`src/rtl/approx_mult_err_monitor.sv`:
```
// approx_mult_err_monitor: on-chip exhaustive error characterisation of an
// approximate N x N multiplier with product latency DUT_LAT.
//
// Ports:
//   clk, rst_n       clock, asynchronous active-low reset
//   start, abort     sweep request (IDLE/DONE only), sweep abort (wins over start)
//   op_a, op_b       registered operand pair driven to the multiplier
//   op_valid         op_a/op_b carry a sweep pair this cycle
//   prod_in          multiplier product, DUT_LAT cycles after its operands
//   busy, done       sweep in progress (RUN/DRAIN), sweep complete (DONE)
//   err_cnt          pairs whose product differs from the exact product
//   sum_ed, max_ed   sum and maximum of the error distance |prod_in - exact|
//   sum_sq           sum of squared error distances
module approx_mult_err_monitor #(
    parameter int N       = 8,
    parameter int DUT_LAT = 0
) (
    input  logic             clk,
    input  logic             rst_n,
    input  logic             start,
    input  logic             abort,
    output logic [N-1:0]     op_a,
    output logic [N-1:0]     op_b,
    output logic             op_valid,
    input  logic [2*N-1:0]   prod_in,
    output logic             busy,
    output logic             done,
    output logic [2*N:0]     err_cnt,
    output logic [4*N-1:0]   sum_ed,
    output logic [2*N-1:0]   max_ed,
    output logic [6*N-1:0]   sum_sq
);

    localparam logic [1:0] S_IDLE  = 2'd0;
    localparam logic [1:0] S_RUN   = 2'd1;
    localparam logic [1:0] S_DRAIN = 2'd2;
    localparam logic [1:0] S_DONE  = 2'd3;

    localparam int CW = (DUT_LAT > 1) ? $clog2(DUT_LAT) : 1;
    localparam logic [CW-1:0] DRAIN_LAST = CW'((DUT_LAT > 0) ? DUT_LAT - 1 : 0);

    logic [1:0]     state_q, state_d;
    logic [N-1:0]   op_a_q, op_a_d;
    logic [N-1:0]   op_b_q, op_b_d;
    logic           op_valid_q, op_valid_d;
    logic [CW-1:0]  drain_q, drain_d;

    logic [2*N:0]   err_cnt_q, err_cnt_d;
    logic [4*N-1:0] sum_ed_q, sum_ed_d;
    logic [2*N-1:0] max_ed_q, max_ed_d;
    logic [6*N-1:0] sum_sq_q, sum_sq_d;

    logic           busy_w;
    logic           clear;
    logic           score;
    logic           last_pair;
    logic [2*N-1:0] exact_now;
    logic           tag_al;
    logic [2*N-1:0] exact_al;
    logic [2*N-1:0] ed;
    logic [4*N-1:0] ed_sq;

    assign busy_w    = (state_q == S_RUN) || (state_q == S_DRAIN);
    assign clear     = start && !abort &&
                       ((state_q == S_IDLE) || (state_q == S_DONE));
    assign last_pair = (&op_a_q) && (&op_b_q);
    assign exact_now = (2*N)'(op_a_q) * (2*N)'(op_b_q);

    // Exact product and valid tag travel alongside the multiplier pipeline
    // so each product is scored against the operands that produced it.
    if (DUT_LAT == 0) begin : g_comb
        assign tag_al   = op_valid_q;
        assign exact_al = exact_now;
    end else begin : g_dl
        logic [DUT_LAT-1:0]          tag_q, tag_d;
        logic [DUT_LAT-1:0][2*N-1:0] ex_q, ex_d;

        always_comb begin
            tag_d = tag_q;
            ex_d  = ex_q;
            for (int i = DUT_LAT - 1; i > 0; i--) begin
                tag_d[i] = tag_q[i-1];
                ex_d[i]  = ex_q[i-1];
            end
            tag_d[0] = op_valid_q;
            ex_d[0]  = exact_now;
            if (abort) begin
                tag_d = '0;
            end
        end

        always_ff @(posedge clk or negedge rst_n) begin
            if (!rst_n) begin
                tag_q <= '0;
                ex_q  <= '0;
            end else begin
                tag_q <= tag_d;
                ex_q  <= ex_d;
            end
        end

        assign tag_al   = tag_q[DUT_LAT-1];
        assign exact_al = ex_q[DUT_LAT-1];
    end

    // Abort freezes the partial statistics, so the aborting edge scores nothing.
    assign score = tag_al && busy_w && !abort;
    assign ed    = (prod_in >= exact_al) ? (prod_in - exact_al)
                                         : (exact_al - prod_in);
    assign ed_sq = (4*N)'(ed) * (4*N)'(ed);

    always_comb begin
        state_d    = state_q;
        op_a_d     = op_a_q;
        op_b_d     = op_b_q;
        op_valid_d = 1'b0;
        drain_d    = drain_q;
        if (abort) begin
            state_d = S_IDLE;
        end else begin
            unique case (state_q)
                S_IDLE, S_DONE: begin
                    if (start) begin
                        state_d    = S_RUN;
                        op_a_d     = '0;
                        op_b_d     = '0;
                        op_valid_d = 1'b1;
                    end
                end
                S_RUN: begin
                    // b is the inner loop: {a,b} counts as one 2N-bit word.
                    {op_a_d, op_b_d} = {op_a_q, op_b_q} + (2*N)'(1);
                    if (last_pair) begin
                        state_d = (DUT_LAT == 0) ? S_DONE : S_DRAIN;
                        drain_d = '0;
                    end else begin
                        op_valid_d = 1'b1;
                    end
                end
                S_DRAIN: begin
                    if (drain_q == DRAIN_LAST) begin
                        state_d = S_DONE;
                    end else begin
                        drain_d = drain_q + CW'(1);
                    end
                end
                default: state_d = S_IDLE;
            endcase
        end
    end

    always_comb begin
        err_cnt_d = err_cnt_q;
        sum_ed_d  = sum_ed_q;
        max_ed_d  = max_ed_q;
        sum_sq_d  = sum_sq_q;
        if (clear) begin
            err_cnt_d = '0;
            sum_ed_d  = '0;
            max_ed_d  = '0;
            sum_sq_d  = '0;
        end else if (score) begin
            err_cnt_d = err_cnt_q + (2*N+1)'(ed != '0);
            sum_ed_d  = sum_ed_q + (4*N)'(ed);
            sum_sq_d  = sum_sq_q + (6*N)'(ed_sq);
            if (ed > max_ed_q) begin
                max_ed_d = ed;
            end
        end
    end

    always_ff @(posedge clk or negedge rst_n) begin
        if (!rst_n) begin
            state_q    <= S_IDLE;
            op_a_q     <= '0;
            op_b_q     <= '0;
            op_valid_q <= 1'b0;
            drain_q    <= '0;
            err_cnt_q  <= '0;
            sum_ed_q   <= '0;
            max_ed_q   <= '0;
            sum_sq_q   <= '0;
        end else begin
            state_q    <= state_d;
            op_a_q     <= op_a_d;
            op_b_q     <= op_b_d;
            op_valid_q <= op_valid_d;
            drain_q    <= drain_d;
            err_cnt_q  <= err_cnt_d;
            sum_ed_q   <= sum_ed_d;
            max_ed_q   <= max_ed_d;
            sum_sq_q   <= sum_sq_d;
        end
    end

    assign op_a     = op_a_q;
    assign op_b     = op_b_q;
    assign op_valid = op_valid_q;
    assign busy     = busy_w;
    assign done     = (state_q == S_DONE);
    assign err_cnt  = err_cnt_q;
    assign sum_ed   = sum_ed_q;
    assign max_ed   = max_ed_q;
    assign sum_sq   = sum_sq_q;

endmodule

```
`config.mk`:
```
export PLATFORM = sky130hd
export DESIGN_NAME = approx_mult_err_monitor
export DESIGN_NICKNAME = d
export VERILOG_FILES = /design/src/rtl/approx_mult_err_monitor.sv
export SDC_FILE = /design/constraint.sdc
export NUM_CORES = 1
export LEC_CHECK = 0
export CORE_UTILIZATION = 40
export DETAILED_ROUTE_END_ITERATION = 10
export DONT_BUFFER_PORTS = 1
export PLACE_DENSITY = 0.5
export SETUP_SLACK_MARGIN = 0.4
export SKIP_CTS_REPAIR_TIMING = 1
export SLEW_MARGIN = 40
export SYNTH_ARGS = -nofsm -noshare
export SYNTH_HDL_FRONTEND = slang
export SYNTH_SLANG_ARGS = --single-unit
```
`constraint.sdc`:
```
create_clock -name clk -period 17.58 [get_ports clk]
set_clock_uncertainty 0.2 [all_clocks]
set_input_delay 5.274 -clock clk [delete_from_list [all_inputs] [get_ports clk]]
set_output_delay 5.274 -clock clk [all_outputs]
set_load 0.005 [all_outputs]
```
* Yosys cells after proc, flatten, opt, wreduce, memory -nomap -nowiden
Cells that the tools add are included.
** Cells by class
- Add/subtract/negate cells :: 7
- Multipliers :: 2
- Magnitude comparators :: 2
- Equal/unequal tests :: 8
- Multiplexer cells :: 25
- Bitwise logic cells :: 1
- Reductions and logical operators :: 21
** Operators with widths (count)
- 48-bit 2-to-1 mux :: 2
- 16-bit 2-to-1 mux :: 4
- 32-bit 2-to-1 mux :: 2
- 48-bit by 32-bit adder with 48-bit output :: 1
- 17-bit 2-to-1 mux :: 2
- 32-bit by 16-bit adder with 32-bit output :: 1
- 16-bit by 16-bit multiplier with 32-bit output :: 1
- 8-bit one-hot mux with 2 select lines :: 2
- 16-bit subtractor :: 2
- 17-bit by 1-bit adder with 17-bit output :: 1
- 16-bit by 1-bit adder with 16-bit output, second input constant :: 1
- 16-bit greater-or-equal comparator :: 1
- 16-bit > comparator :: 1
- 8-bit by 8-bit multiplier with 16-bit output :: 1
- 8-bit AND reduction :: 2
- 16-bit nonzero test :: 1
- 3-bit inequality test, second input constant :: 3
- 3-bit AND reduction :: 3
- 2-bit 2-to-1 mux :: 4
- 8-bit 2-to-1 mux :: 1
- 2-bit nonzero test :: 4
- 2-bit one-hot mux with 3 select lines :: 1
- 1-bit logical AND :: 5
- 1-bit 2-to-1 mux :: 5
- 11 further kinds :: 15
** Storage, ports and cells
- Bits in registers :: 133
- Bits of input ports :: 20
- Output and inout port bits :: 132
- Word-level logic and storage cells :: 75

* Logic depth before layout (Yosys ltp)
- Word-level depth :: 7
- Gate-level depth with buffers :: 57
- Gate-level depth less buffers :: 52

* Worst setup path before layout
No wires, ideal clock.
- Kind :: in2reg
- Start :: in prod_in[0]
- End :: reg sum_sq_q[34], in the netlist sum_sq[34]
- Setup time :: 0.132 ns
- Data arrival time :: 13.677 ns
- Required time :: 17.248 ns
- Setup slack :: 3.571 ns
- Stages on the path :: 38
- Path buffers :: 3
- Cell sequence :: inv_1 -> ha_1 -> inv_1 -> fa_1 -> a21o_1 -> a21oi_2 -> nand2_1 -> a311o_1 -> a41o_1 -> buf_6 -> or3_4 -> o21ai_4 -> xor2_4 -> inv_2 -> buf_2 -> and2_1 -> fa_1 -> inv_1 -> (+2 left out) -> fa_1 -> fa_1 -> fa_1 -> inv_1 -> fa_1 -> inv_1 -> ha_1 -> a21o_1 -> a21o_1 -> a211o_1 -> a21oi_1 -> nor2b_1 -> a211o_1 -> a31o_2 -> a31oi_1 -> buf_2 -> xor2_1 -> nor2_1
** Between the ends
- Longest elaborated chain between the ends :: 6
- Elaborated cells on any way between the ends :: 8
- Classes of those cells :: 3 x add/sub; 1 x mul; 1 x order compare; 3 x mux
** Ends and longest elaborated chain
- start: declaration :: line 25 : input logic [2*N-1:0] prod_in,
- 16-bit subtractor (tied with other cells) :: line 109 : : (exact_al - prod_in);
- 16-bit 2-to-1 mux * :: line 108 : assign ed = (prod_in >= exact_al) ? (prod_in - exact_al)
- 16-bit by 16-bit multiplier with 32-bit output * :: line 110 : assign ed_sq = (4*N)'(ed) * (4*N)'(ed);
- 48-bit by 32-bit adder with 48-bit output * :: line 165 : sum_sq_d = sum_sq_q + (6*N)'(ed_sq);
- 48-bit 2-to-1 mux * :: line 162 : end else if (score) begin
- 48-bit 2-to-1 mux * :: line 157 : if (clear) begin
- end signal: assignment :: line 192 : sum_sq_q <= sum_sq_d;
- end: declaration :: line 51 : logic [6*N-1:0] sum_sq_q, sum_sq_d;
Every way passes the cells marked *; elsewhere a longest branch is shown, timed or not. The select of a mux whose other input is x is not followed.
A chain may end at the register's enable or synchronous reset.

* Worst setup path in the final report
- Start :: in prod_in[0]
- End :: reg sum_sq_q[27], in the netlist sum_sq[27]
Same word-level chain as after synthesis.

==> results.yml <==
worst_setup_path:
  worstPathMaxFanout: 19
  cp_slowest_stage_delay_ps: 600
  required_ps: 17670
  critPathLaunchType: "primary input"
  end_kind: "flip-flop"
  arrival_ps: 14790
  r2r_slack_ps: 3770
  slowest_stage: "a2111oi_1"
  reg2reg_depth: 45
  path_class: "in2reg"
route:
  avgViaCountPerCell: 5.08
  num_vias: 13900
  drc: 0
  drt_iter0_drc: 658
  firstDrtPassIters: 5
  antenna_violating_nets_post_route: 0
  wl_per_cell_um: 18.1
  wl_um: 49600
synth:
  synthArstFlopShare: 1.00
  ys_warn_count: 0
  ys.flop_type: "dfrtp_1"
  yosys_register_bits: 132
  synth_area_mm2: 0.0187
  synth_edf_count: 0
  syn_avg_cell_area_um2: 8.67
  ys_types: 71
  synth.area.top_cells: "fa_1 (25%), dfrtp_1 (18%), ha_1 (14%)"
  synth_top_area_cell: "fa_1"
  synth_top_area_frac: 0.249
  ys_seq_area_frac: 0.177
  syn-instance-count: 2156
  syn-num-nets: 2622
global_routing:
  grt_pass1_vias: 14500
  grt_overflow: 0
  grt_max_degree: 133
  gr-usage-all-layers: 0.219
  antenna_found_initial: 0
  grt_pass1_wl_um: 80800
clocking:
  clock_sinks: 132
  cts_buffers: 17
  clk_latency_ps: 450
  htreeDepth: 4
  cts_tree: "built"
  clockBufferDepth: 2
  root_buffer: "clkbuf_16"
  clk_pin_slew_worst_paths_ps: 70
floorplan:
  die_area_mm2: 0.0476
  rows: 78
  core_area_mm2: 0.0458
  initial_utilization: 0.409
  die_x_um: 218
  fp.dieH_um: 218
  ios: 152
cells_and_area:
  final_common_cell: "inv_1"
  diodes: 0
  final_cell_mix: "inv_1 (464), fa_1 (233), ha_1 (213)"
  drive_above_1_share: 0.0403
  final_area_mm2: 0.0200
  fillCellCount: 4594
  nets: 2590
  syn2layout_area_growth_pct: 7.05
placed_design:
  post_dp_cell_area_mm2: 0.0194
  gp_congestion: 0.882
  hpwlAfterDp_um: 39600
  io_buffers: 0
timing:
  fmaxAchievable_ghz: 0.0680
  finalSetupViolCount: 0
  rsz0062_at_grt: "false"
  hold_viol: 0
  fin_tns_setup_ps: 0
  worstMarginPinSlew_ps: 777
  slew_headroom: 0.477
  layout_min_cycle_time_ps: 14700
  finalCritPeriodShare: 0.836
  drv_slew: 0
outcome:
  outcome: "completed"
hold_path:
  hold_depth: 2
  min_path_type: "reg2reg"
job:
  drv_cap: 0
-- sequential cells by signal, summed over array words and instances (netlist names) --
name / count
err_cnt: 17
max_ed: 16
sum_sq: 48
op_valid: 1
sum_ed: 32
op_b: 8
state_q: 2
op_a: 8
-- worst max-delay path, delay by kind of cell --
family / cells / cell delay (ps)
simple gates: 2 / 390
compound gates: 13 / 3810
mux: 1 / 230
xor+xnor: 2 / 650
buf+inv: 6 / 720
fa+ha+maj: 9 / 3670
-- cells by family (layout without fill, tap and decap cells) --
| group | count (synthesis) | in the layout | synth area share |
|---|---|---|---|
| multiplexers | 18 | 18 | 0.00977 |
| AND/OR/NAND/NOR | 573 | 573 | 0.143 |
| adder cells (fa/ha/maj) | 446 | 446 | 0.392 |
| AO/OA/AOI/OAI | 333 | 333 | 0.112 |
| flip-flops | 132 | 132 | 0.177 |
| buffers and inverters | 537 | 517 | 0.110 |
| XOR/XNOR | 117 | 117 | 0.0570 |
-- worst paths after layout --
check / startpoint / endpoint
max: prod_in[0] / sum_sq[27]$_DFFE_PN0P_
min: sum_ed[2]$_DFFE_PN0P_ / sum_ed[2]$_DFFE_PN0P_
max reg2reg: op_b[3]$_DFFE_PN0P_ / sum_sq[27]$_DFFE_PN0P_
min reg2reg: sum_ed[2]$_DFFE_PN0P_ / sum_ed[2]$_DFFE_PN0P_
max in group asynchronous: rst_n / op_b[4]$_DFFE_PN0P_
min in group asynchronous: rst_n / sum_sq[11]$_DFFE_PN0P_
-- final cells by class --
cell class                      count  area (um2)  share of cell area
Multi-Input combinational cell   1487       13400               0.671
Timing Repair Buffer               17         155             0.00775
Tap cell                          600         751              0.0375
Clock buffer                       21         470              0.0235
Sequential cell                   132        3300               0.165
Clock inverter                     10         145             0.00725
Inverter                          469        1760              0.0880
-- Yosys cell counts (4+ instances only) --
library cell,number
a211oi_1,18
a21boi_0,4
a21o_1,42
a21oi_1,107
a22o_1,5
a31oi_1,7
and2_1,75
and3_1,18
and4_1,4
buf_2,12
clkbuf_1,49
dfrtp_1,132
fa_1,233
ha_1,213
inv_1,464
inv_2,4
mux2i_1,16
nand2_1,203
nand2b_1,5
nand3_1,33
nand4_1,17
nor2_1,145
nor2b_1,9
nor3_1,28
o211ai_1,6
o21a_1,6
o21ai_0,69
o21bai_1,18
o22ai_1,12
o31ai_1,7
or2_2,7
or3_1,19
xnor2_1,56
xor2_1,57
-- through the flow --
stage	hold WS, ps	cells	worst slack [ps]	utilization
finish	355	2736	2880	0.437
floorplan	291	2156	3570	-
detailed placement	340	2705	2040	0.424
CTS	355	2736	2500	0.437
global placement	332	2703	2210	0.422
global route	381	2736	2320	0.437
-- metal layers --
metal / global-route usage / routed length [um]
met1: 0.301 / 23900
met2: 0.355 / 22600
met3: 0.0452 / 2540
met4: 0.0420 / 544
met5: 0 / 0
Power is left out: the tool's default activity adds up to more than one toggle a clock period on the data nets, which glitch-free logic cannot reach.
